### src/rtl/superscalar_pkg.sv
// Shared opcode constants, issue FSM state type and pair-hazard helpers for the dual-issue front end.
// The optional statistics counters in issue_ctrl are enabled with the ISSUE_STATS_EN macro.
package superscalar_pkg;

   localparam logic [6:0] OP_LOAD   = 7'b0000011;
   localparam logic [6:0] OP_STORE  = 7'b0100011;
   localparam logic [6:0] OP_BRANCH = 7'b1100011;
   localparam logic [6:0] OP_JAL    = 7'b1101111;
   localparam logic [6:0] OP_JALR   = 7'b1100111;
   localparam logic [6:0] OP_LUI    = 7'b0110111;
   localparam logic [6:0] OP_AUIPC  = 7'b0010111;
   localparam logic [6:0] OP_OP     = 7'b0110011;

   // addi x0,x0,0 : driven on every lane that carries nothing
   localparam logic [31:0] NOP_INSTR = 32'h0000_0013;
   localparam int          STAT_W    = 32;

   typedef enum logic [1:0] {
      EMPTY  = 2'd0,
      FULL   = 2'd1,
      SECOND = 2'd2
   } issue_state_t;

   function automatic logic writes_rd(input logic [31:0] instr);
      return (instr[6:0] != OP_STORE) && (instr[6:0] != OP_BRANCH) && (instr[11:7] != 5'd0);
   endfunction

   function automatic logic is_mem(input logic [6:0] op);
      return (op == OP_LOAD) || (op == OP_STORE);
   endfunction

endpackage

### src/rtl/pair_hazard_check.sv
// Combinational intra-pair hazard detector: decides whether the younger slot must wait
// one cycle behind the older slot. Individual hazard causes are exposed for debug.
module pair_hazard_check
   import superscalar_pkg::*;
(
   input  logic [31:0] i_instr1,
   input  logic [31:0] i_instr2,
   output logic        split_o,
   output logic        raw_o,
   output logic        waw_o,
   output logic        mem_o,
   output logic        ctl_o
);

   logic [6:0] w_op1;
   logic [6:0] w_op2;
   logic [4:0] w_rd1;
   logic [4:0] w_rd2;
   logic [4:0] w_rs1_2;
   logic [4:0] w_rs2_2;
   logic       w_wr1;
   logic       w_wr2;
   logic       w_reads_rs1;
   logic       w_reads_rs2;
   logic       w_unused;

   assign w_op1   = i_instr1[6:0];
   assign w_op2   = i_instr2[6:0];
   assign w_rd1   = i_instr1[11:7];
   assign w_rd2   = i_instr2[11:7];
   assign w_rs1_2 = i_instr2[19:15];
   assign w_rs2_2 = i_instr2[24:20];

   // writes_rd already excludes x0, so x0 can never create a RAW or WAW hazard
   assign w_wr1 = writes_rd(i_instr1);
   assign w_wr2 = writes_rd(i_instr2);

   assign w_reads_rs1 = (w_op2 != OP_LUI) && (w_op2 != OP_AUIPC) && (w_op2 != OP_JAL);
   assign w_reads_rs2 = (w_op2 == OP_OP) || (w_op2 == OP_STORE) || (w_op2 == OP_BRANCH);

   assign raw_o = w_wr1 && ((w_reads_rs1 && (w_rs1_2 == w_rd1)) ||
                            (w_reads_rs2 && (w_rs2_2 == w_rd1)));
   assign waw_o = w_wr1 && w_wr2 && (w_rd1 == w_rd2);
   assign mem_o = is_mem(w_op1) && is_mem(w_op2);
   assign ctl_o = (w_op1 == OP_BRANCH) || (w_op1 == OP_JAL) || (w_op1 == OP_JALR);

   assign split_o = raw_o || waw_o || mem_o || ctl_o;

   assign w_unused = ^{i_instr1[31:12], i_instr2[31:25], i_instr2[14:12]};

endmodule

### src/rtl/issue_ctrl.sv
// Dual-issue scheduler: holds one fetched pair, issues it whole or split over two cycles.
// Define ISSUE_STATS_EN to add the dual/split/stall statistics counters and their ports.
module issue_ctrl
   import superscalar_pkg::*;
(
   input  logic               clk,
   input  logic               rst,
   input  logic               fetch_valid_i,
   input  logic               fetch_valid2_i,
   input  logic [31:0]        fetch_instr1_i,
   input  logic [31:0]        fetch_instr2_i,
   input  logic [31:0]        fetch_pc1_i,
   input  logic [31:0]        fetch_pc2_i,
   output logic               fetch_ready_o,
   input  logic               stall_i,
   input  logic               flush_i,
   output logic [31:0]        InstrD1,
   output logic [31:0]        InstrD2,
   output logic [31:0]        PCD1,
   output logic [31:0]        PCD2,
   output logic               ValidD1,
   output logic               ValidD2,
   output issue_state_t       dbg_state_o,
   output logic [3:0]         dbg_hazard_o
`ifdef ISSUE_STATS_EN
   ,
   output logic [STAT_W-1:0]  stat_dual_o,
   output logic [STAT_W-1:0]  stat_split_o,
   output logic [STAT_W-1:0]  stat_stall_o
`endif
);

   // Handshake: a pair transfers on a rising edge where fetch_valid_i && fetch_ready_o.
   // fetch_ready_o never depends on fetch_valid_i.

   issue_state_t r_state;
   issue_state_t w_state_nxt;
   logic [31:0]  r_instr1;
   logic [31:0]  r_instr2;
   logic [31:0]  r_pc1;
   logic [31:0]  r_pc2;
   logic         r_valid2;

   logic w_hz_split;
   logic w_hz_raw;
   logic w_hz_waw;
   logic w_hz_mem;
   logic w_hz_ctl;
   logic w_split;
   logic w_complete;
   logic w_accept;

   pair_hazard_check u_hazard (
      .i_instr1 (r_instr1),
      .i_instr2 (r_instr2),
      .split_o  (w_hz_split),
      .raw_o    (w_hz_raw),
      .waw_o    (w_hz_waw),
      .mem_o    (w_hz_mem),
      .ctl_o    (w_hz_ctl)
   );

   assign dbg_state_o  = r_state;
   assign dbg_hazard_o = {w_hz_raw, w_hz_waw, w_hz_mem, w_hz_ctl};

   // A pair without a real slot 2 never needs splitting
   assign w_split    = r_valid2 && w_hz_split;
   assign w_complete = !stall_i && !flush_i &&
                       (((r_state == FULL) && !w_split) || (r_state == SECOND));
   assign fetch_ready_o = !stall_i && !flush_i && ((r_state == EMPTY) || w_complete);
   assign w_accept      = fetch_valid_i && fetch_ready_o;

   always_comb begin
      w_state_nxt = r_state;
      if (flush_i) begin
         w_state_nxt = EMPTY;
      end else if (!stall_i) begin
         case (r_state)
            EMPTY:   w_state_nxt = w_accept ? FULL : EMPTY;
            FULL:    w_state_nxt = w_split ? SECOND : (w_accept ? FULL : EMPTY);
            SECOND:  w_state_nxt = w_accept ? FULL : EMPTY;
            default: w_state_nxt = EMPTY;
         endcase
      end
   end

   always_comb begin
      ValidD1 = 1'b0;
      ValidD2 = 1'b0;
      InstrD1 = NOP_INSTR;
      InstrD2 = NOP_INSTR;
      PCD1    = r_pc1;
      PCD2    = r_pc2;
      case (r_state)
         FULL: begin
            ValidD1 = 1'b1;
            InstrD1 = r_instr1;
            if (!w_split) begin
               ValidD2 = r_valid2;
               InstrD2 = r_valid2 ? r_instr2 : NOP_INSTR;
            end
         end
         SECOND: begin
            // the younger instruction moves to lane 1 so lane 1 stays oldest
            ValidD1 = 1'b1;
            InstrD1 = r_instr2;
            PCD1    = r_pc2;
         end
         default: ;
      endcase
      if (flush_i) begin
         ValidD1 = 1'b0;
         ValidD2 = 1'b0;
         InstrD1 = NOP_INSTR;
         InstrD2 = NOP_INSTR;
      end
   end

   always_ff @(posedge clk) begin
      if (rst) begin
         r_state  <= EMPTY;
         r_instr1 <= NOP_INSTR;
         r_instr2 <= NOP_INSTR;
         r_pc1    <= 32'd0;
         r_pc2    <= 32'd0;
         r_valid2 <= 1'b0;
      end else begin
         r_state <= w_state_nxt;
         if (flush_i) begin
            r_instr1 <= NOP_INSTR;
            r_instr2 <= NOP_INSTR;
            r_pc1    <= 32'd0;
            r_pc2    <= 32'd0;
            r_valid2 <= 1'b0;
         end else if (w_accept) begin
            r_instr1 <= fetch_instr1_i;
            r_instr2 <= fetch_valid2_i ? fetch_instr2_i : NOP_INSTR;
            r_pc1    <= fetch_pc1_i;
            r_pc2    <= fetch_pc2_i;
            r_valid2 <= fetch_valid2_i;
         end
      end
   end

`ifdef ISSUE_STATS_EN
   logic [STAT_W-1:0] r_stat_dual;
   logic [STAT_W-1:0] r_stat_split;
   logic [STAT_W-1:0] r_stat_stall;

   // Counters wrap naturally; flush cycles are never counted
   always_ff @(posedge clk) begin
      if (rst) begin
         r_stat_dual  <= '0;
         r_stat_split <= '0;
         r_stat_stall <= '0;
      end else if (!flush_i) begin
         if (!stall_i && (r_state == FULL) && !w_split && r_valid2)
            r_stat_dual <= r_stat_dual + 1'b1;
         if (!stall_i && (r_state == FULL) && w_split)
            r_stat_split <= r_stat_split + 1'b1;
         if (stall_i && (r_state != EMPTY))
            r_stat_stall <= r_stat_stall + 1'b1;
      end
   end

   assign stat_dual_o  = r_stat_dual;
   assign stat_split_o = r_stat_split;
   assign stat_stall_o = r_stat_stall;
`endif

endmodule

### config.mk
export PLATFORM = sky130hd
export DESIGN_NAME = issue_ctrl
export DESIGN_NICKNAME = d
export VERILOG_FILES = /design/src/rtl/superscalar_pkg.sv /design/src/rtl/pair_hazard_check.sv /design/src/rtl/issue_ctrl.sv
export SDC_FILE = /design/constraint.sdc
export NUM_CORES = 1
export LEC_CHECK = 0
export ABC_AREA = 0
export CORE_MARGIN = 4
export CORE_UTILIZATION = 39
export CTS_BUF_LIST = sky130_fd_sc_hd__clkbuf_16
export DETAILED_ROUTE_END_ITERATION = 16
export GPL_TIMING_DRIVEN = 1
export PLACE_DENSITY = 0.77
export SETUP_SLACK_MARGIN = 0.02
export SLEW_MARGIN = 20
export SYNTH_ARGS = -nofsm -noshare
export SYNTH_HDL_FRONTEND = slang
export SYNTH_HIERARCHICAL = 1
export SYNTH_SLANG_ARGS = --single-unit
### constraint.sdc
create_clock -name clk -period 3.2 [get_ports clk]
set_input_delay 0.64 -clock clk [delete_from_list [all_inputs] [get_ports clk]]
set_output_delay 0.64 -clock clk [all_outputs]
set_load 0.05 [all_outputs]
==> impl_metrics.toml <==
[detailed_routing]
wirelength_um = 21730
ant_nets = 0
routed-via-count = 6314
routedWlPerCell_um = 17.03
drcViolationCount = 0
drtPass1Iterations = 5
via_per_inst = 4.948
drt-initial-drc-count = 364

[pwr]
p_leak_nw = 4.284
ir_drop_mv = 0.3238
powerDensity_mw_per_mm2 = 384.1

[floorplanning]
die_y_um = 138.4
core_mm2 = 0.01664
dieArea_mm2 = 0.01915
io_pins = 271
initial_core_util_pct = 39.84
row_count = 47
fp.dieW_um = 138.4

[synthesis]
ys.flop_type = "dfxtp_1"
ys_warn_count = 6
synth_cells = 775
synth_edf_count = 0
ys_seq_area_share_pct = 39.55
syn_nets = 913
synth_area_leaders = "dfxtp_1 40%, mux2i_1 19%, nand2_1 14%"
synth_top_area_share_pct = 39.55
syn_avg_cell_area_um2 = 8.555
yosysTopAreaCell = "dfxtp_1"
yosys.cell_types.count = 40
synthArstFlopShare_pct = 0
synth_area_mm2 = 0.006630
ys_seq_elements = 131

[cells_and_area]
layout_common_cells = "252 x nand2_1, 179 x clkdlybuf4s50_1, 131 x dfxtp_1"
nets = 1180
layout.area.seq_mm2 = 0.002623
layout_commonest_cell = "nand2_1"
layout-drive-gt1-share_pct = 21.04
multiInputGateArea_mm2 = 0.003767
syn_to_final_growth_pct = 62.73
nFillCells = 1358
final_cells = 1276

[timing]
finalCritPeriodShare_pct = 109.8
tightestPinTransition_ns = 0.5576
max_freq_ghz = 0.2845
finalMaxSlewViolations = 0
tns_ns = -10.24
rsz0062_at_grt = "true"
relSlewSlack_pct = 62.71
fin_crit_ns = 3.515
setup_viol_count_final = 34
hold_violations = 0
fin_ws_ns = -0.3151
finClkSkew_ns = 0.01262

[place]
pre_cts_slack_ns = 0.04702
gp_congestion = 0.8230
port_buffers = 270
placed_cells = 1239
dpl.hpwl_um = 16050

[cts]
tritoncts = "yes"
cts_num_sinks = 131
cts_root_buf = "clkbuf_16"
cts_buffer_depth = 2
clock_latency_ns = 0.43
cts_buffers = 17
cts_max_level = 4
clk_pin_slew_worst_paths_ns = 0.06

[critical_path]
critical_path_required_ns = 2.56
crit_fanout = 16
reg2regPathDepth = 11
worstSetupEndpointType = "output pin"
path_class = "flop to output pin"
start_kind = "flop"
worstPathArrival_ns = 2.88

[grt]
gr-usage-met1_pct = 27.01
grt_pass1_wl_um = 34540
grt_pass1_vias = 6355
antenna_found_initial = 1
top_usage_layer = "met2"
use_met2_pct = 37.02
grt_max_degree = 129
use_met3_pct = 7.838
gr-total-overflow = 0
grt_use_total_pct = 22.27

[hold_path]
holdCritPathClass = "flop to flop"
min_path_cells = 2

[status]
status = "finished, violations left"
violations = "setup timing"

[run]
drv_cap = 0
## what timing repair did
| item | 4_1_cts | 5_1_grt |
|---|---|---|
| setup endpoints to repair | 34 | 51 |
| pin swaps | 1 | 0 |
| resized for setup | 13 | 36 |
| cloned | 1 | 0 |
| buffers inserted | 3 | 0 |
| hold buffers | 0 | 0 |
## cell usage after synthesis (2+ instances only)
| cell type | n |
|---|---|
| a22oi_1 | 29 |
| mux2_2 | 32 |
| and2_1 | 29 |
| or4_1 | 2 |
| nor3_1 | 3 |
| ha_1 | 4 |
| nand2b_1 | 4 |
| nand2_1 | 252 |
| nor4_1 | 3 |
| nor2_1 | 45 |
| a221o_1 | 3 |
| mux2i_1 | 129 |
| nand3_1 | 4 |
| buf_4 | 4 |
| clkbuf_1 | 40 |
| xnor2_1 | 10 |
| dfxtp_1 | 131 |
| buf_6 | 11 |
| xor2_1 | 5 |
| a21oi_1 | 2 |
| inv_1 | 4 |
| nor3b_1 | 2 |
| nand4b_1 | 2 |
| buf_2 | 9 |
## routing by layer
metal / part of all wire [%] / wire length [µm]
met1: 41 / 8958
met2: 48 / 10400
met3: 8.9 / 1944
met4: 2.0 / 424
met5: 0 / 0
## where the power goes
part           internal (mW)  leakage [nW]  switching (mW)  total (mW)
clock network           1.23         0.278           0.784        2.01
registers               1.65          1.06          0.0161        1.67
logic                  0.254          2.95           0.208       0.462
## registers in the layout, summed over array words and instances (netlist names)
name / cells
PCD2: 32
r_instr2: 32
r_valid2: 1
dbg_state_o: 2
r_instr1: 32
r_pc1: 32
## per-stage QoR
stage / util (%) / area [µm²] / power (mW) / hold slack, ns
after floorplan: - / 6689 / 1.916 / 0.4322
after global placement: 60.22 / 10020 / 2.159 / 0.4407
after detailed placement: 60.22 / 10020 / 2.163 / 0.4495
after CTS: 64.36 / 10710 / 4.179 / 0.4599
after global routing: 64.83 / 10790 / 4.290 / 0.4738
final: 64.83 / 10790 / 4.144 / 0.4563
## layout make-up
cell class / instances / share of cell area, %
repair buffers: 313 / 32.41
clock inverters: 15 / 1.705
multi-input cells: 575 / 34.92
well taps: 220 / 2.551
diodes: 1 / 0.02319
clock buffers: 17 / 3.943
inverters: 4 / 0.1392
flip-flops and latches: 131 / 24.31
## critical path, stage by stage (launching register included)
cell and delay, ns:
dfxtp_1 0.31, or4_1 0.51, nor2_1 0.11, a31oi_1 0.06, nor3b_1 0.17, or4_4 0.55
nor3_4 0.17, buf_6 0.15, buf_16 0.14, and2_4 0.16, buf_12 0.13
## path summary, 6_finish.rpt
path             endpoint         from  slack, ns
max           InstrD2[10]  r_instr1[8]      -0.32
min             r_pc1[15]    r_pc1[15]       0.46
max reg2reg  r_instr2[20]  r_instr1[8]       0.26
min reg2reg     r_pc1[15]    r_pc1[15]       0.46
## kinds of logic (layout without fill, tap and decap cells)
group	after synthesis	count (layout)	share of synthesized area (%)
compound gates	41	41	4.831
xor+xnor	15	15	1.981
fa+ha+maj	4	4	0.7549
buf+inv	69	349	5.548
flops	131	131	39.55
mux	161	161	24.91
other cells	0	1	0
simple gates	354	354	22.42
Power figures use the tool's default switching activity.
